==> src/rtl/muldiv_ctrl.sv <==
// Iterative RV32M multiply/divide unit: a single shift-add or restoring
// shift-subtract step per cycle, with an immediate result for divide-by-zero
// and signed overflow, and a valid/ready handshake on request and response.
module muldiv_ctrl #(
  parameter int unsigned DataWidth = 32
) (
  input  logic                 clk_i,
  input  logic                 rst_ni,
  input  logic                 flush_i,
  input  logic                 req_valid_i,
  output logic                 req_ready_o,
  input  logic [2:0]           op_i,
  input  logic [DataWidth-1:0] src1_i,
  input  logic [DataWidth-1:0] src2_i,
  output logic                 rsp_valid_o,
  input  logic                 rsp_ready_i,
  output logic [DataWidth-1:0] result_o,
  output logic                 busy_o
);

  localparam int unsigned CntWidth = $clog2(DataWidth) + 1;
  localparam logic [CntWidth-1:0] LastStep = CntWidth'(DataWidth - 1);

  typedef enum logic [1:0] {IDLE, CALC, DONE} state_e;

  typedef enum logic [2:0] {
    OP_MUL    = 3'b000,
    OP_MULH   = 3'b001,
    OP_MULHSU = 3'b010,
    OP_MULHU  = 3'b011,
    OP_DIV    = 3'b100,
    OP_DIVU   = 3'b101,
    OP_REM    = 3'b110,
    OP_REMU   = 3'b111
  } op_e;

  state_e                 state;
  logic [CntWidth-1:0]    cnt;
  logic [2:0]             op_q;
  logic [DataWidth-1:0]   b_q;
  logic [2*DataWidth-1:0] acc_q;
  logic                   neg_q;
  logic                   neg_r;

  logic                   is_div;
  logic                   sign1;
  logic                   sign2;
  logic [DataWidth-1:0]   mag1;
  logic [DataWidth-1:0]   mag2;
  logic                   div_zero;
  logic                   div_ovf;
  logic                   bypass;
  logic [DataWidth-1:0]   bypass_res;

  logic [DataWidth:0]     mul_sum;
  logic [DataWidth:0]     div_shift;
  logic [DataWidth:0]     div_diff;
  logic [2*DataWidth-1:0] acc_next;
  logic [2*DataWidth-1:0] prod;
  logic [DataWidth-1:0]   quo;
  logic [DataWidth-1:0]   rem;
  logic [DataWidth-1:0]   final_res;

  assign req_ready_o = (state == IDLE);
  assign busy_o      = (state != IDLE);

  // Request decode: operand signs, magnitudes and the short-circuit cases.
  always_comb begin
    is_div   = op_i[2];
    sign1    = src1_i[DataWidth-1] &&
               ((op_i == OP_MULH) || (op_i == OP_MULHSU) ||
                (op_i == OP_DIV)  || (op_i == OP_REM));
    sign2    = src2_i[DataWidth-1] &&
               ((op_i == OP_MULH) || (op_i == OP_DIV) || (op_i == OP_REM));
    mag1     = sign1 ? (~src1_i + 1'b1) : src1_i;
    mag2     = sign2 ? (~src2_i + 1'b1) : src2_i;
    div_zero = is_div && (src2_i == '0);
    div_ovf  = ((op_i == OP_DIV) || (op_i == OP_REM)) &&
               (src1_i == {1'b1, {(DataWidth-1){1'b0}}}) && (src2_i == '1);
    bypass   = div_zero || div_ovf;
    if (op_i[1]) begin
      bypass_res = div_zero ? src1_i : '0;
    end else begin
      bypass_res = div_zero ? '1 : src1_i;
    end
  end

  // One iteration step and the sign-corrected result of the final step.
  // Multiply keeps {partial product, multiplier} in acc_q; divide keeps
  // {partial remainder, dividend/quotient} and shifts quotient bits in at the bottom.
  always_comb begin
    mul_sum   = {1'b0, acc_q[2*DataWidth-1:DataWidth]} +
                (acc_q[0] ? {1'b0, b_q} : '0);
    div_shift = acc_q[2*DataWidth-1:DataWidth-1];
    div_diff  = div_shift - {1'b0, b_q};
    if (!op_q[2]) begin
      acc_next = {mul_sum, acc_q[DataWidth-1:1]};
    end else if (!div_diff[DataWidth]) begin
      acc_next = {div_diff[DataWidth-1:0], acc_q[DataWidth-2:0], 1'b1};
    end else begin
      acc_next = {div_shift[DataWidth-1:0], acc_q[DataWidth-2:0], 1'b0};
    end
    prod = neg_q ? (~acc_next + 1'b1) : acc_next;
    quo  = acc_next[DataWidth-1:0];
    rem  = acc_next[2*DataWidth-1:DataWidth];
    if (!op_q[2]) begin
      final_res = (op_q == OP_MUL) ? prod[DataWidth-1:0]
                                   : prod[2*DataWidth-1:DataWidth];
    end else if (op_q[1]) begin
      final_res = neg_r ? (~rem + 1'b1) : rem;
    end else begin
      final_res = neg_q ? (~quo + 1'b1) : quo;
    end
  end

  // Control FSM and datapath registers; reset, then flush, take priority.
  always_ff @(posedge clk_i) begin
    if (!rst_ni) begin
      state       <= IDLE;
      cnt         <= '0;
      rsp_valid_o <= 1'b0;
      result_o    <= '0;
      op_q        <= '0;
      b_q         <= '0;
      acc_q       <= '0;
      neg_q       <= 1'b0;
      neg_r       <= 1'b0;
    end else if (flush_i) begin
      state       <= IDLE;
      cnt         <= '0;
      rsp_valid_o <= 1'b0;
    end else begin
      unique case (state)
        IDLE: begin
          if (req_valid_i) begin
            op_q  <= op_i;
            neg_q <= sign1 ^ sign2;
            neg_r <= sign1;
            cnt   <= '0;
            if (bypass) begin
              result_o    <= bypass_res;
              rsp_valid_o <= 1'b1;
              state       <= DONE;
            end else begin
              acc_q <= {{DataWidth{1'b0}}, (is_div ? mag1 : mag2)};
              b_q   <= is_div ? mag2 : mag1;
              state <= CALC;
            end
          end
        end
        CALC: begin
          acc_q <= acc_next;
          cnt   <= cnt + CntWidth'(1);
          if (cnt == LastStep) begin
            result_o    <= final_res;
            rsp_valid_o <= 1'b1;
            state       <= DONE;
          end
        end
        DONE: begin
          if (rsp_ready_i) begin
            rsp_valid_o <= 1'b0;
            state       <= IDLE;
          end
        end
        default: state <= IDLE;
      endcase
    end
  end

endmodule
==> config.mk <==
export PLATFORM = sky130hd
export DESIGN_NAME = muldiv_ctrl
export DESIGN_NICKNAME = d
export VERILOG_FILES = /design/src/rtl/muldiv_ctrl.sv
export SDC_FILE = /design/constraint.sdc
export NUM_CORES = 1
export LEC_CHECK = 0
export BUFFER_PORTS_ARGS = -buffer_cell sky130_fd_sc_hd__buf_2
export CORE_MARGIN = 4
export CORE_UTILIZATION = 45
export DETAILED_ROUTE_END_ITERATION = 8
export PLACE_DENSITY = 0.71
export SETUP_SLACK_MARGIN = 0.05
export SKIP_CTS_REPAIR_TIMING = 1
export SYNTH_ARGS = -nofsm -noshare
export SYNTH_HDL_FRONTEND = slang
export SYNTH_SLANG_ARGS = --single-unit
==> constraint.sdc <==
create_clock -name clk_i -period 15.1 [get_ports clk_i]
set_input_delay 2.265 -clock clk_i [delete_from_list [all_inputs] [get_ports clk_i]]
set_output_delay 2.265 -clock clk_i [all_outputs]
set_load 0.05 [all_outputs]
# ---- Word level (Yosys, flattened, before mapping)
# Cells that the tools add are included.
dict set report word_totals {
  wordCells 101
  output_inout_bits 35
  inputBits 72
  ff_bits 142
}
dict set report classes {
  n_mux 35
  n_reduce_logical 26
  n_eq_ne 14
  add_sub_neg 8
  n_bitwise 9
}
# operator n
set op_table {}
lappend op_table {{32-bit two-way mux} 16}
lappend op_table {{64-bit two-way mux} 5}
lappend op_table {{32-bit by 1-bit adder with 32-bit output, second input constant} 4}
lappend op_table {{32-bit inverter} 4}
lappend op_table {{64-bit case mux with 2 select lines} 1}
lappend op_table {{64-bit by 1-bit adder with 64-bit output, second input constant} 1}
lappend op_table {{32-bit == test, second input constant} 2}
lappend op_table {{64-bit inverter} 1}
lappend op_table {{32-bit case mux with 2 select lines} 1}
lappend op_table {{32-bit by 32-bit adder with 33-bit output} 1}
lappend op_table {{33-bit by 32-bit subtractor with 33-bit output} 1}
lappend op_table {{32-bit zero test} 1}
lappend op_table {{6-bit case mux with 2 select lines} 1}
lappend op_table {{5-bit AND reduction} 2}
lappend op_table {{2-bit two-way mux} 4}
lappend op_table {{2-bit != test, second input constant} 4}
lappend op_table {{4-bit AND reduction} 2}
lappend op_table {{1-bit logical OR} 7}
lappend op_table {{6-bit by 1-bit adder with 6-bit output, second input constant} 1}
lappend op_table {{3-bit == test, second input constant} 2}
lappend op_table {{6-bit by 5-bit == test with 1-bit output, second input constant} 1}
lappend op_table {{6-bit two-way mux} 1}
lappend op_table {{2-bit case mux with 3 select lines} 1}
lappend op_table {{3-bit AND reduction} 2}
lappend op_table {{other kinds (16)} 26}

# ---- Longest topological paths before layout
# Gate-level depths: netlist of the first run.
dict set report logic_depth {
  depth_word 10
  ltp_mapped 26
  mapped_depth_nobuf 22
}

# ---- Worst setup path after synthesis of the first run
# OpenSTA, ideal clock, no wires.
dict set report synth_timing {
  path_type {input port to flip-flop}
  start {input port src2_i[21]}
  end {register result_o[4]}
  setup_time_ns 0.074
  slack_ns 9.595
  cell_stages 15
  t_required_ns 15.026
  n_path_buf 2
  arrival_ns 5.430
  path_cell_list {or4_1 > or3_1 > nor4_1 > nor2b_1 > and3_1 > nor2_1 > o21ba_2 > or4_1 > clkbuf_1 > clkbuf_1 > nor2_1 > o21ai_0 > a21oi_1 > o221ai_1 > a31oi_1}
}
dict set report synth_via {
  elab_chain_cells 7
}
# item line_no
set synth_rtl {}
lappend synth_rtl {{from (decl)} 14} ;# input logic [DataWidth-1:0] src2_i,
lappend synth_rtl {{32-bit zero test} 77} ;# div_zero = is_div && (src2_i == '0);
lappend synth_rtl {{1-bit logical AND} 77}
lappend synth_rtl {{32-bit two-way mux (on tied branches)} {84, 82}}
lappend synth_rtl {{32-bit two-way mux} 81} ;# if (op_i[1]) begin
lappend synth_rtl {{32-bit two-way mux} 140} ;# if (bypass) begin
lappend synth_rtl {{32-bit two-way mux} 135} ;# if (req_valid_i) begin
lappend synth_rtl {{32-bit case mux with 2 select lines} 133} ;# unique case (state)
lappend synth_rtl {{to (signal assigned)} 141} ;# result_o <= bypass_res;
lappend synth_rtl {{to (signal assigned)} 155} ;# result_o <= final_res;
lappend synth_rtl {{to (decl)} 17} ;# output logic [DataWidth-1:0] result_o,
# Several ways; a longest one is shown, not always the timed one. The select of a mux whose other input is x is not followed.
# A chain may end at the register's enable or synchronous reset.

# ---- Worst setup path in the final report of the first run
dict set report layout_timing {
  start {input port src2_i[0]}
  end {register result_o[29]}
}
# The elaborated chain is that of the path after synthesis.

==> flow_summary.ini, run 1 <==
[die]
io_pins = 107
fp.dieW_um = 199
rows = 69
die_y_um = 199
core_area_mm2 = 0.0358
die_area_mm2 = 0.0398
start_util_pct = 46.1

[yosys]
synth_top_area_share_pct = 17.2
synth_cell_types = 94
yosys-top-cells-area = dfxtp_1 (17%), nor2_1 (7.3%), a21oi_1 (6.0%), xnor2_1 (5.9%), ha_1 (5.3%)
ys_seq_area_share_pct = 17.2
synth_nets = 2546
syn_area_per_cell_um2 = 6.87
synthFlopType = dfxtp_1
yosysMostFrequentCell = nor2_1
synth_largest_area_cell = dfxtp_1
synthTopCellsByCount = nor2_1 (322), nand2_1 (223), a21oi_1 (197)
syn-cell-area_mm2 = 0.0165
ys_ff_latch = 142
yosysWarnings = 0
synthArstFlopShare_pct = 0
netlist_instances = 2402
synth-edff-count = 0

[setup_path]
critPathCaptureType = flip-flop
reg2reg_from = acc_q[0]$_SDFFE_PN0P_
ff2ff_path_depth = 16
reg2reg_to = result_o[29]$_SDFFE_PN0P_
crit_arrival_ps = 6550
critPathRequiredTime_ps = 15470
startpoint = src2_i[0]
cp-start-kind = input pin
crit_fanout = 34
setup.worst_path.class = input pin to flip-flop
reg2reg_slack_ps = 8920

[global_route]
grt.total_usage_pct = 34.0
antenna_found_initial = 0
grt_pass1_wl_um = 105000
grt_start_max_net_pins = 80
grt_pass1_vias = 17300
overflow = 0

[timing]
finalCritPeriodShare_pct = 41.0
tns_ps = 0
max_freq_ghz = 0.162
drv_slew = 0
max_slew_margin_pct = 16.3
min_period_ps = 6190
worstMarginPinSlew_ps = 1240
clock_skew_ps = 12.2
timing.hold.ws_ps = 455
hold_violations = 0
grt_setup_unrepaired = no
setup_viol = 0

[pwr]
ir_drop_mv = 0.0537
total_power_mw = 1.39
p_per_area_mw_per_mm2 = 77.4
leakagePower_nw = 6.97

[final_layout]
drive_gt1_share_pct = 9.70
area_growth_pct = 8.65
nets = 2553
instances_no_fill = 2883
insertedDiodeCount = 0

[drt]
dr.pass1.iters = 8
vias_per_cell = 6.69
vias = 19300
first_iter_violations = 2739
remaining_drc_errors = 0
drtAntennaViolNets = 0
wl_per_cell_um = 24.4
detail_route.wirelength_um = 70300

[hold_path]
min_to = result_o[10]$_SDFFE_PN0P_
min_from = result_o[10]$_SDFFE_PN0P_
hp-class = flip-flop to flip-flop
min_delay_path_depth = 2

[flow_run]
cap_violations = 0

[placed_design]
place_inst = 2851
place_hpwl_um = 54700
io_buffers = 106
gp_congestion = 1.04

[clock_network]
cts_buffer_depth = 2
clockRootBuffer = clkbuf_16
numCtsBuffers = 17
clk_transition_reported_paths_ps = 70
clock_latency_ps = 450
cts_sinks = 142
cts_tree = yes
htree_levels = 4

[status]
status = finished, final reports clean
## worst max path at each step
stage	slack (ps)	depth (start not counted)	endpoint
detailed placement	8560	17	result_o[29]$_SDFFE_PN0P_
global placement	8720	17	result_o[29]$_SDFFE_PN0P_
CTS	9020	17	result_o[29]$_SDFFE_PN0P_
finish	8910	17	result_o[29]$_SDFFE_PN0P_
global route	8600	20	result_o[18]$_SDFFE_PN0P_
floorplan	9600	15	result_o[4]$_SDFFE_PN0P_
## cell families after synthesis
group | share of synthesized area (%)
buf+inv | 5.58
fa+ha+maj | 6.76
xor+xnor | 9.29
simple gates | 26.6
flops | 17.2
compound gates | 30.5
mux | 4.00
## metrics by stage
stage / util [%] / setup slack, ps / cell area [µm²]
2_1_floorplan: - / 9600 / 16500
4_1_cts: 50.0 / 9020 / 17900
5_1_grt: 50.0 / 8600 / 17900
6_report: 50.0 / 8910 / 17900
3_5_place_dp: 48.3 / 8560 / 17300
3_3_place_gp: 48.3 / 8720 / 17300
## registers in the layout, indices dropped and copies added (netlist names)
register,count
result_o,32
op_q,3
acc_q,64
rsp_valid_o,1
state,2
neg_r,1
b_q,32
cnt,6
neg_q,1
## worst max-delay path, cell delays in order
cell,delay [ps]
buf_2,110
inv_1,100
ha_1,170
or3b_2,480
nor3_1,200
nand3_1,170
nor2b_1,400
and3_1,510
nor2_1,210
o21ba_2,260
or4_1,460
buf_4,270
a21oi_1,280
nand2_1,120
a211o_1,290
o311a_1,130
o22ai_1,150
## layout make-up
class	count	area (µm²)
Fill cell	3621	17900
Multi-Input combinational cell	2026	12800
Sequential cell	142	2850
Timing Repair Buffer	145	823
Tap cell	461	577
Clock buffer	17	425
Inverter	77	290
Clock inverter	15	195
## routing by layer
| metal | GRT usage, % | vias up | share of wire (%) | wire length [µm] |
|---|---|---|---|---|
| met3 | 7.52 | 206 | 12 | 8310 |
| met1 | 47.3 | 9012 | 41 | 29000 |
| met5 | 0 | - | 0 | 0 |
| met4 | 18.0 | 0 | 6.3 | 4440 |
| met2 | 48.9 | 1256 | 41 | 28600 |
| li1 | - | 8822 | - | - |
## cell usage in the layout, fill, tap and decap left out, types with 70 or more instances in the layout
master,netlist,routed
dfxtp_1,142,141
inv_1,76,75
ha_1,70,70
buf_2,19,106
nor3_1,75,74
nand2_1,223,222
nor2_1,322,321
xnor2_1,111,111
o21ai_0,175,174
a21oi_1,197,197
## report_power, final
group	internal, mW	leakage (nW)	switching (mW)
logic	0.163	5.51	0.348
clock network	0.254	0.303	0.207
registers	0.391	1.16	0.0244
Note: power is estimated with default switching activity, not from simulation.
==> run 2, diff against run 1 <==
==> constraint.sdc (replaced) <==
create_clock -name clk_i -period 6.12 [get_ports clk_i]
set_input_delay 0.918 -clock clk_i [delete_from_list [all_inputs] [get_ports clk_i]]
set_output_delay 0.918 -clock clk_i [all_outputs]
set_load 0.05 [all_outputs]
==> flow_summary.ini, run 2 (same netlist as run 1, synthesis figures left out) <==
[status]
status = finished, final reports clean

[drt]
dr.pass1.iters = 8
remaining_drc_errors = 0
wl_per_cell_um = 25.3
vias = 19600
first_iter_violations = 2964
vias_per_cell = 6.68
detail_route.wirelength_um = 74100
drtAntennaViolNets = 0

[setup_path]
critPathRequiredTime_ps = 6460
reg2reg_slack_ps = 410
critPathCaptureType = flip-flop
setup.worst_path.class = flip-flop to flip-flop
crit_fanout = 9
crit_chain = inv_1, ha_1, fa_1, nand2b_1, a211oi_2, o211ai_1, a21boi_4, nor3_1, a211oi_1, ha_1, o21ai_0, or2_2, nor2_1, nand2_1, or3_1, or3_1, o21ai_0, xnor2_1, a221oi_1, a311oi_1
path_buf_inv = 1
critPathMaxStageDelay_ps = 530
crit_arrival_ps = 6060
reg2reg_from = acc_q[31]$_SDFFE_PN0P_
crit_family = simple AND/OR/NAND/NOR gates
ff2ff_path_depth = 20
slowest_stage = or3_1
reg2reg_to = result_o[18]$_SDFFE_PN0P_
cp-start-kind = flip-flop

[die]
core_area_mm2 = 0.0358
rows = 69
fp.dieW_um = 199
io_pins = 107
start_util_pct = 46.1
die_y_um = 199
die_area_mm2 = 0.0398

[final_layout]
largestRegisters = acc_q (64), b_q (32), result_o (32)
insertedDiodeCount = 0
area_growth_pct = 10.9
layout_commonest_cell = nor2_1
largest_reg_flops = 64
final_cell_mix = nor2_1 (321), nand2_1 (222), a21oi_1 (197)
drive_gt1_share_pct = 11.3
final_util_pct = 51.1
fin_area_mm2 = 0.0183
regMostFlops = acc_q
fill_cells = 3597
instances_no_fill = 2929
nets = 2600

[timing]
max_slew_margin_pct = 9.08
min_period_ps = 5710
clock_skew_ps = 10.4
setup_viol = 0
drv_slew = 0
finalCritPeriodShare_pct = 93.4
tns_ps = 0
grt_setup_unrepaired = no
hold_violations = 0
max_freq_ghz = 0.175
worstMarginPinSlew_ps = 1360

[global_route]
met1_usage_pct = 49.7
grt_start_max_net_pins = 73
grt_pass1_wl_um = 110000
grt.total_usage_pct = 35.9
antenna_found_initial = 2
grt_pass1_vias = 17700
overflow = 0
grt-busiest-layer = met2
grt_util_met3_pct = 10.0
met2_usage_pct = 50.8

[hold_path]
min_to = result_o[10]$_SDFFE_PN0P_
min_delay_path_depth = 2
hp-class = flip-flop to flip-flop
min_from = result_o[10]$_SDFFE_PN0P_

[placed_design]
io_buffers = 106
place_hpwl_um = 57700
gp_congestion = 1.04
place_inst = 2895
dpl-instance-area_mm2 = 0.0176

[pwr]
leakagePower_nw = 7.21
ir_drop_mv = 0.223
total_power_mw = 3.52
p_per_area_mw_per_mm2 = 192

[flow_run]
cap_violations = 0

[clock_network]
cts_sinks = 142
clock_latency_ps = 460
cts_tree = yes
numCtsBuffers = 17
htree_levels = 4
clockRootBuffer = clkbuf_16
cts_buffer_depth = 2
clk_transition_reported_paths_ps = 70
==> run 2: cell count changes in the layout (fill, tap and decap cells not counted), moves of 2 or more <==
cell | before | now
inv_8 | 6 | 0
buf_4 | 39 | 85
clkinv_4 | 1 | 4
bufinv_16 | 2 | 4
clkinv_2 | 1 | 3
inv_6 | 4 | 1
==> run 2: report_power, final <==
group | total (mW) | internal [mW] | switching [mW]
Combinational | 1.33 | 0.441 | 0.891
Clock | 1.17 | 0.693 | 0.479
Sequential | 1.01 | 0.964 | 0.0494
Total | 3.52 | 2.10 | 1.42
==> run 2: final cells by class <==
class / count / area, µm² / share of cell area (%)
sequential: 142 / 2850 / 15.6
multi-input combinational: 2026 / 12800 / 69.8
inverter: 77 / 290 / 1.59
tap: 461 / 577 / 3.15
clock inverter: 13 / 189 / 1.03
timing repair buffer: 192 / 1190 / 6.50
clock buffer: 18 / 439 / 2.40
==> run 2: per-layer routing <==
metal | up-vias | part of all wire [%]
met3 | 261 | 13
met5 | - | 0.018
li1 | 8905 | -
met2 | 1318 | 41
met1 | 9092 | 41
met4 | 2 | 6.3
==> run 2: tightest hold or removal path, cell delays in order, from the launching register on <==
cell and delay (ps):
dfxtp_1 310, nand2_1 50, a21oi_1 50
==> run 2: worst max-delay path by stage <==
| stage | slack (ps) | from | cells after the start | endpoint |
|---|---|---|---|---|
| 2_1_floorplan | 870 | acc_q[31]$_SDFFE_PN0P_ | 25 | result_o[22]$_SDFFE_PN0P_ |
| 3_3_place_gp | 520 | acc_q[31]$_SDFFE_PN0P_ | 20 | result_o[18]$_SDFFE_PN0P_ |
| 3_5_place_dp | 390 | acc_q[31]$_SDFFE_PN0P_ | 20 | result_o[18]$_SDFFE_PN0P_ |
| 4_1_cts | 340 | acc_q[31]$_SDFFE_PN0P_ | 20 | result_o[18]$_SDFFE_PN0P_ |
| 5_1_grt | 120 | acc_q[31]$_SDFFE_PN0P_ | 20 | result_o[18]$_SDFFE_PN0P_ |
| 6_report | 410 | acc_q[31]$_SDFFE_PN0P_ | 20 | result_o[18]$_SDFFE_PN0P_ |
==> run 2: per-stage QoR <==
step | worst slack, ps | hold slack, ps
floorplan | 871 | 440
global placement | 522 | 443
detailed placement | 394 | 453
CTS | 344 | 464
global route | 119 | 480
finish | 405 | 461
